--- src/rtl/cla_seq_add_ctrl.sv ---
// Sequential WIDTH-bit adder: one 4-bit carry-lookahead slice, one nibble per clock, LSB first.
// Optional subtract mode when CLA_SEQ_SUB_EN is defined (adds a `sub` input port).
module cla_seq_add_ctrl #(
  parameter int WIDTH = 16
) (
  input  logic             clk,
  input  logic             rst_n,
  input  logic             in_valid,
  output logic             in_ready,
  input  logic [WIDTH-1:0] a,
  input  logic [WIDTH-1:0] b,
  input  logic             cin,
`ifdef CLA_SEQ_SUB_EN
  input  logic             sub,
`endif
  output logic             out_valid,
  input  logic             out_ready,
  output logic [WIDTH-1:0] sum,
  output logic             cout,
  output logic             ovf
);

  // state | meaning
  // IDLE  | waiting for operands, in_ready=1
  // RUN   | one nibble per clock through the CLA slice
  // DONE  | result held until out_ready
  typedef enum logic [1:0] {IDLE, RUN, DONE} state_t;

  localparam int N  = WIDTH / 4;
  localparam int IW = (N > 1) ? $clog2(N) : 1;

  state_t           r_state, w_state_nxt;
  logic [WIDTH-1:0] r_a, r_b, r_sum;
  logic             r_carry, r_cout, r_ovf;
  logic [IW-1:0]    r_idx;

  logic [WIDTH-1:0] w_b_in;
  logic             w_cin_in;
  logic [3:0]       w_an, w_bn, w_g, w_p, w_s;
  logic [4:0]       w_c;
  logic             w_accept, w_last;

`ifdef CLA_SEQ_SUB_EN
  assign w_b_in   = sub ? ~b : b;
  assign w_cin_in = sub ? 1'b1 : cin;
`else
  assign w_b_in   = b;
  assign w_cin_in = cin;
`endif

  assign w_an = 4'(r_a >> {r_idx, 2'b00});
  assign w_bn = 4'(r_b >> {r_idx, 2'b00});
  assign w_g  = w_an & w_bn;
  assign w_p  = w_an ^ w_bn;

  assign w_c[0] = r_carry;
  assign w_c[1] = w_g[0] | (w_p[0] & w_c[0]);
  assign w_c[2] = w_g[1] | (w_p[1] & w_g[0]) | (w_p[1] & w_p[0] & w_c[0]);
  assign w_c[3] = w_g[2] | (w_p[2] & w_g[1]) | (w_p[2] & w_p[1] & w_g[0])
                | (w_p[2] & w_p[1] & w_p[0] & w_c[0]);
  assign w_c[4] = w_g[3] | (w_p[3] & w_g[2]) | (w_p[3] & w_p[2] & w_g[1])
                | (w_p[3] & w_p[2] & w_p[1] & w_g[0])
                | (w_p[3] & w_p[2] & w_p[1] & w_p[0] & w_c[0]);
  assign w_s    = w_p ^ w_c[3:0];

  assign w_accept = (r_state == IDLE) && in_valid;
  assign w_last   = (r_idx == IW'(N - 1));

  always_comb begin
    w_state_nxt = r_state;
    in_ready    = 1'b0;
    out_valid   = 1'b0;
    case (r_state)
      IDLE: begin
        in_ready = 1'b1;
        if (in_valid) w_state_nxt = RUN;
      end
      RUN: begin
        if (w_last) w_state_nxt = DONE;
      end
      DONE: begin
        out_valid = 1'b1;
        if (out_ready) w_state_nxt = IDLE;
      end
      default: w_state_nxt = IDLE;
    endcase
  end

  always_ff @(posedge clk or negedge rst_n) begin
    if (!rst_n) r_state <= IDLE;
    else        r_state <= w_state_nxt;
  end

  always_ff @(posedge clk or negedge rst_n) begin
    if (!rst_n) begin
      r_a     <= '0;
      r_b     <= '0;
      r_sum   <= '0;
      r_carry <= 1'b0;
      r_cout  <= 1'b0;
      r_ovf   <= 1'b0;
      r_idx   <= '0;
    end else if (w_accept) begin
      r_a     <= a;
      r_b     <= w_b_in;
      r_carry <= w_cin_in;
      r_sum   <= '0;
      r_cout  <= 1'b0;
      r_ovf   <= 1'b0;
      r_idx   <= '0;
    end else if (r_state == RUN) begin
      r_sum[{r_idx, 2'b00} +: 4] <= w_s;
      r_carry <= w_c[4];
      if (w_last) begin
        // carry into the MSB is c3 of the top slice
        r_cout <= w_c[4];
        r_ovf  <= w_c[3] ^ w_c[4];
        r_idx  <= '0;
      end else begin
        r_idx  <= r_idx + IW'(1);
      end
    end
  end

  assign sum  = r_sum;
  assign cout = r_cout;
  assign ovf  = r_ovf;

endmodule

--- config.mk ---
export PLATFORM = sky130hd
export DESIGN_NAME = cla_seq_add_ctrl
export DESIGN_NICKNAME = d
export VERILOG_FILES = /design/src/rtl/cla_seq_add_ctrl.sv
export SDC_FILE = /design/constraint.sdc
export NUM_CORES = 1
export LEC_CHECK = 0
export BUFFER_PORTS_ARGS = -buffer_cell sky130_fd_sc_hd__buf_2
export CELL_PAD_IN_SITES_DETAIL_PLACEMENT = 1
export CELL_PAD_IN_SITES_GLOBAL_PLACEMENT = 1
export CORE_UTILIZATION = 44
export DETAILED_ROUTE_END_ITERATION = 6
export GPL_TIMING_DRIVEN = 0
export PLACE_DENSITY = 0.88
export SLEW_MARGIN = 20
export SYNTH_ARGS = -nofsm -noshare
export SYNTH_HDL_FRONTEND = slang
export SYNTH_SLANG_ARGS = --single-unit
--- constraint.sdc ---
create_clock -name clk -period 4.95 [get_ports clk]
set_clock_uncertainty 0.05 [all_clocks]
set_input_delay 0.7425 -clock clk [delete_from_list [all_inputs] [get_ports clk]]
set_output_delay 0.7425 -clock clk [all_outputs]
set_load 0.1 [all_outputs]
# Word-level counts from Yosys, hierarchy flattened
# Cells that the tools add are included.
op_classes:
  reduce_logical: 6
  shifts: 4
  mux: 20
  bitwise_logic: 30
  eq_ne: 6
  addsub: 2
op_table:
  columns: ["op", "count"]
  rows:
  - ["$mux 16", 2]
  - ["$shr 16x4->4", 2]
  - ["$and 1x1->1", 16]
  - ["$bwmux 16", 1]
  - ["$shift 4x6->16 const A", 1]
  - ["$shiftx 4x6->16", 1]
  - ["$mux 2", 6]
  - ["$mux 1", 10]
  - ["$or 1x1->1", 10]
  - ["$xor 4x4->4", 2]
  - ["$ne 2x2->1 const B", 3]
  - ["$neg 4->6", 1]
  - ["$pmux 2 s3", 1]
  - ["$and 4x4->4", 1]
  - ["$eq 2x2->1 const B", 2]
  - ["$reduce_bool 2->1", 2]
  - ["$reduce_and 3->1", 1]
  - ["$add 2x1->2 const B", 1]
  - ["$eq 2x1->1 const B", 1]
  - ["$logic_not 2->1", 1]
  - ["$reduce_and 2->1", 1]
  - ["$logic_and 1x1->1", 1]
  - ["$xor 1x1->1", 1]
totals:
  word_cells: 76
  output_inout_bits: 20
  regBits: 55

# Longest topological paths before layout
logic_depth:
  word_depth: 11
  mapped_depth: 7
  mapped_depth_nobuf: 6

# Least setup slack after synthesis
# OpenSTA, ideal clock, no wires.
synth_path:
  kind: "register -> register"
  startpoint: "reg r_state[1]"
  endpoint: "reg r_a[10]"
  required_ps: 4783
  path_buffers: 1
  setup_time_ps: 117
  t_arrival_ps: 2552
  path_stages_with_launch: 6
  setup_slack_ps: 2231
  path_cell_list: "dfrtp_1 nor2_1 nand2_1 clkbuf_1 nand2_1 nand2_1"
synth_via:
  elab_chain_len: 2
synth_rtl:
  columns: ["element", "line", "source"]
  rows:
  - ["start: declaration", "32", "state_t r_state, w_state_nxt;"]
  - ["start signal: assignment", "91", "else r_state <= w_state_nxt;"]
  - ["$logic_not 2->1", "66", "assign w_accept = (r_state == IDLE) && in_valid;"]
  - ["$logic_and 1x1->1", "66", null]
  - ["end signal: assignment", "96", "r_a <= '0;"]
  - ["end signal: assignment", "104", "r_a <= a;"]
  - ["end: declaration", "33", "logic [WIDTH-1:0] r_a, r_b, r_sum;"]
# No other way between the ends.
# A chain may end at the register's enable or synchronous reset.

# Final worst setup path
layout_path:
  startpoint: "reg r_idx[0]"
  endpoint: "reg r_sum[3], in the netlist sum[3]"
layout_via:
  elab_chain_len: 11
  elab_cells_between_ends: 26
  classes_between: "add/sub (1); shift (4); mux (3); bitwise (18)"
layout_rtl:
  columns: ["element", "line", "source"]
  rows:
  - ["start: declaration", "35", "logic [IW-1:0] r_idx;"]
  - ["start signal: assignment", "120", "r_idx <= r_idx + IW'(1);"]
  - ["$shr 16x4->4, on equally long branches", "51, 52", null]
  - ["$xor 4x4->4 or $and 4x4->4 (tied branches)", "54, 53", null]
  - ["$and 1x1->1, on equally long branches", "59, 60", null]
  - ["$or 1x1->1 (tied with other cells)", "59", "assign w_c[3] = w_g[2] | (w_p[2] & w_g[1]) | (w_p[2] & w_p[1] & w_g[0])"]
  - ["$or 1x1->1 or $and 1x1->1 (tied branches)", "59, 60", null]
  - ["$or 1x1->1", "60", "| (w_p[2] & w_p[1] & w_p[0] & w_c[0]);"]
  - ["$xor 4x4->4", "64", "assign w_s = w_p ^ w_c[3:0];"]
  - ["$shiftx 4x6->16", "112", "r_sum[{r_idx, 2'b00} +: 4] <= w_s;"]
  - ["$bwmux 16 *", "112", null]
  - ["$mux 16 *", "111", "end else if (r_state == RUN) begin"]
  - ["$mux 16 *", "103", "end else if (w_accept) begin"]
  - ["end signal: indexed assignment", "112", null]
  - ["end: declaration", "33", null]
# Mark *: on every way between the ends. The rest lies on a longest branch, timed or not. The select of a mux whose other input is x is not followed.

==> results.json <==
{
  "status": "finished clean",
  "grt_pass1_vias": 2167,
  "max_freq_mhz": 325,
  "std_cell_rows": 27,
  "clkTransAtPathRegs_ns": 0.09,
  "setup.worst_path.class": "register to register",
  "cpMaxStageDelayCell": "mux4_2",
  "cp-endpoint": "sum[3]",
  "slew_headroom_pct": 53.2,
  "viasPerCell": 5.32,
  "grt_max_degree": 56,
  "grt_pass1_wl_mm": 10.9,
  "worst-r2r-setup-slack_ns": 1.87,
  "synth.area.top_cells": "dfrtp_1, nand2_1, mux4_2",
  "r2r-end": "sum[3]",
  "finalSetupViolations": 0,
  "routabilityCongestion": 0.786,
  "dp_hpwl_mm": 4.67,
  "remaining_drc_errors": 0,
  "dr_total_vias": 2043,
  "yosys.area.top_type": "dfrtp_1",
  "cts_resized": 0,
  "cts_root_buf": "clkbuf_8",
  "antenna_found_initial": 0,
  "core-area_um2": 5570,
  "die_area_um2": 6140,
  "cp_data_required_time_ns": 5.15,
  "ys_ff_latch": 55,
  "arrival_ns": 3.28,
  "drive_gt1_share_pct": 25.0,
  "synth_enable_flop_cells": 0,
  "grt_overflow": 0,
  "fin_nets": 360,
  "syn_nets": 297,
  "cp-end-kind": "register",
  "tns_ns": 0,
  "synthArstFlopShare_pct": 100,
  "final_cell_mix": "nand2_1, buf_2, dfrtp_1",
  "track_usage_pct": 23.6,
  "ys_types": 37,
  "post_cts_buffers": 0,
  "r2r_start": "r_idx[0]",
  "postSynthCellCount": 250,
  "final_common_cell": "nand2_1",
  "insertion_delay_ns": 0.31,
  "die_h_um": 78.3,
  "finalCriticalPeriod_ns": 3.08,
  "antenna_left": 0,
  "wl_per_cell_um": 16.7,
  "cpPeakStageDelay_ns": 0.61,
  "syn_area_per_cell_um2": 10.3,
  "n_antenna_cell": 0,
  "cts_max_path_buffers": 2,
  "startpoint_type": "register",
  "io_buffer_count": 56,
  "report.final.hold_viol_count": 0,
  "clock_sinks": 55,
  "critPathMaxFanout": 10,
  "slew_violations": 0,
  "crit_path_start": "r_idx[0]",
  "drt-pass1-iter-count": 4,
  "tightest_slew_ns": 0.701,
  "synth_warnings": 0,
  "h-tree-depth": 2,
  "wl_mm": 6.42,
  "cts_buffers": 5,
  "start_util_pct": 46.0,
  "die_width_um": 78.3,
  "ys_seq_area_share_pct": 53.7,
  "drtIter0Drc": 97,
  "rsz0062_at_grt": "no",
  "synth.top_cell.area_share_pct": 53.7,
  "cts_tree": "built",
  "hold_path_class": "input port to async pin",
  "num_io_pins": 57,
  "r2r_cells": 7,
  "cts_hold_buf": 0,
  "area_growth_pct": 17.4,
  "synth_area_um2": 2560,
  "max_cap_viol_count": 0,
  "ys.flop_type": "dfrtp_1",
  "fin_crit_sh_pct": 62.2,
  "path_cells": "buf_2 -> mux4_2 -> ha_1 -> a211o_1 -> a21oi_2 -> xnor2_1 -> a22o_1"
}
-- sequential cells by signal, summed over array words and instances (netlist names) --
name	cells
ovf	1
r_state	2
sum	16
r_idx	2
cout	1
r_b	16
r_carry	1
r_a	16
-- kinds of logic (layout without fill, tap and decap cells) --
kind of cell    after synthesis  after routing  share of synthesized area (%)
fa+ha+maj                    10             10                           5.17
xor+xnor                      2              2                          0.683
compound gates               35             35                           10.2
flops                        55             55                           53.7
buf+inv                      15             77                           2.68
mux                           9              9                           7.42
simple gates                124            124                           20.2
-- cell usage after synthesis, types with 2 or more instances --
master	n
nor3_1	2
nor2b_1	2
nand3_1	3
a21oi_1	7
nand2b_1	3
a32oi_1	2
buf_2	4
nor2_1	8
buf_4	2
nand2_1	100
o21ai_0	3
inv_1	4
a22o_1	12
clkbuf_1	5
dfrtp_1	55
and2_1	2
mux4_2	8
ha_1	9
-- per-stage QoR --
step | hold slack [ns] | utilization, % | instances | worst slack (ns) | instance area, µm²
finish | 0.430 | 54.0 | 384 | 1.87 | 3010
global route | 0.460 | 54.0 | 384 | 1.72 | 3010
CTS | 0.435 | 54.0 | 384 | 1.83 | 3010
detailed placement | 0.408 | 52.7 | 378 | 1.89 | 2940
global placement | 0.404 | 52.6 | 378 | 1.95 | 2930
floorplan | 0.390 | - | 250 | 2.23 | 2560
-- per-layer routing --
layer	vias up	share of wire, %	track usage, %
li1	973	-	-
met1	1022	45	30.0
met2	41	52	41.6
met3	7	2.2	2.91
met4	0	1.5	7.78
met5	-	0	0
-- final cells by class --
cell class	count	area, µm²
buffer	11	53.8
inverter	4	15.0
fill	661	2560
sequential	55	1380
tap	72	90.1
multi-input combinational	180	1120
clock buffer	6	72.6
timing repair buffer	56	283
-- worst min-delay path by stage --
stage / from / endpoint / slack (ns) / cells past startpoint
2_1_floorplan: r_a[10] / r_a[10] / 0.39 / 2
5_1_grt: r_b[3] / r_b[3] / 0.46 / 2
6_report: rst_n / sum[15] / 0.43 / 1
4_1_cts: r_b[3] / r_b[3] / 0.44 / 2
3_3_place_gp: r_b[10] / r_b[10] / 0.40 / 2
3_5_place_dp: r_b[10] / r_b[10] / 0.41 / 2
-- critical path, delay by kind of cell, from the launching register on --
| family | cells | cell delay, ns |
|---|---|---|
| buffers and inverters | 1 | 0.36 |
| adders and majority gates | 1 | 0.37 |
| DFF | 1 | 0.55 |
| AOI/OAI and AO/OA | 3 | 0.74 |
| muxes | 1 | 0.61 |
| xor gates and xnor gates | 1 | 0.33 |
Power is not shown: default switching activity piles up to over one toggle a cycle in this logic, so the estimate is an artifact.
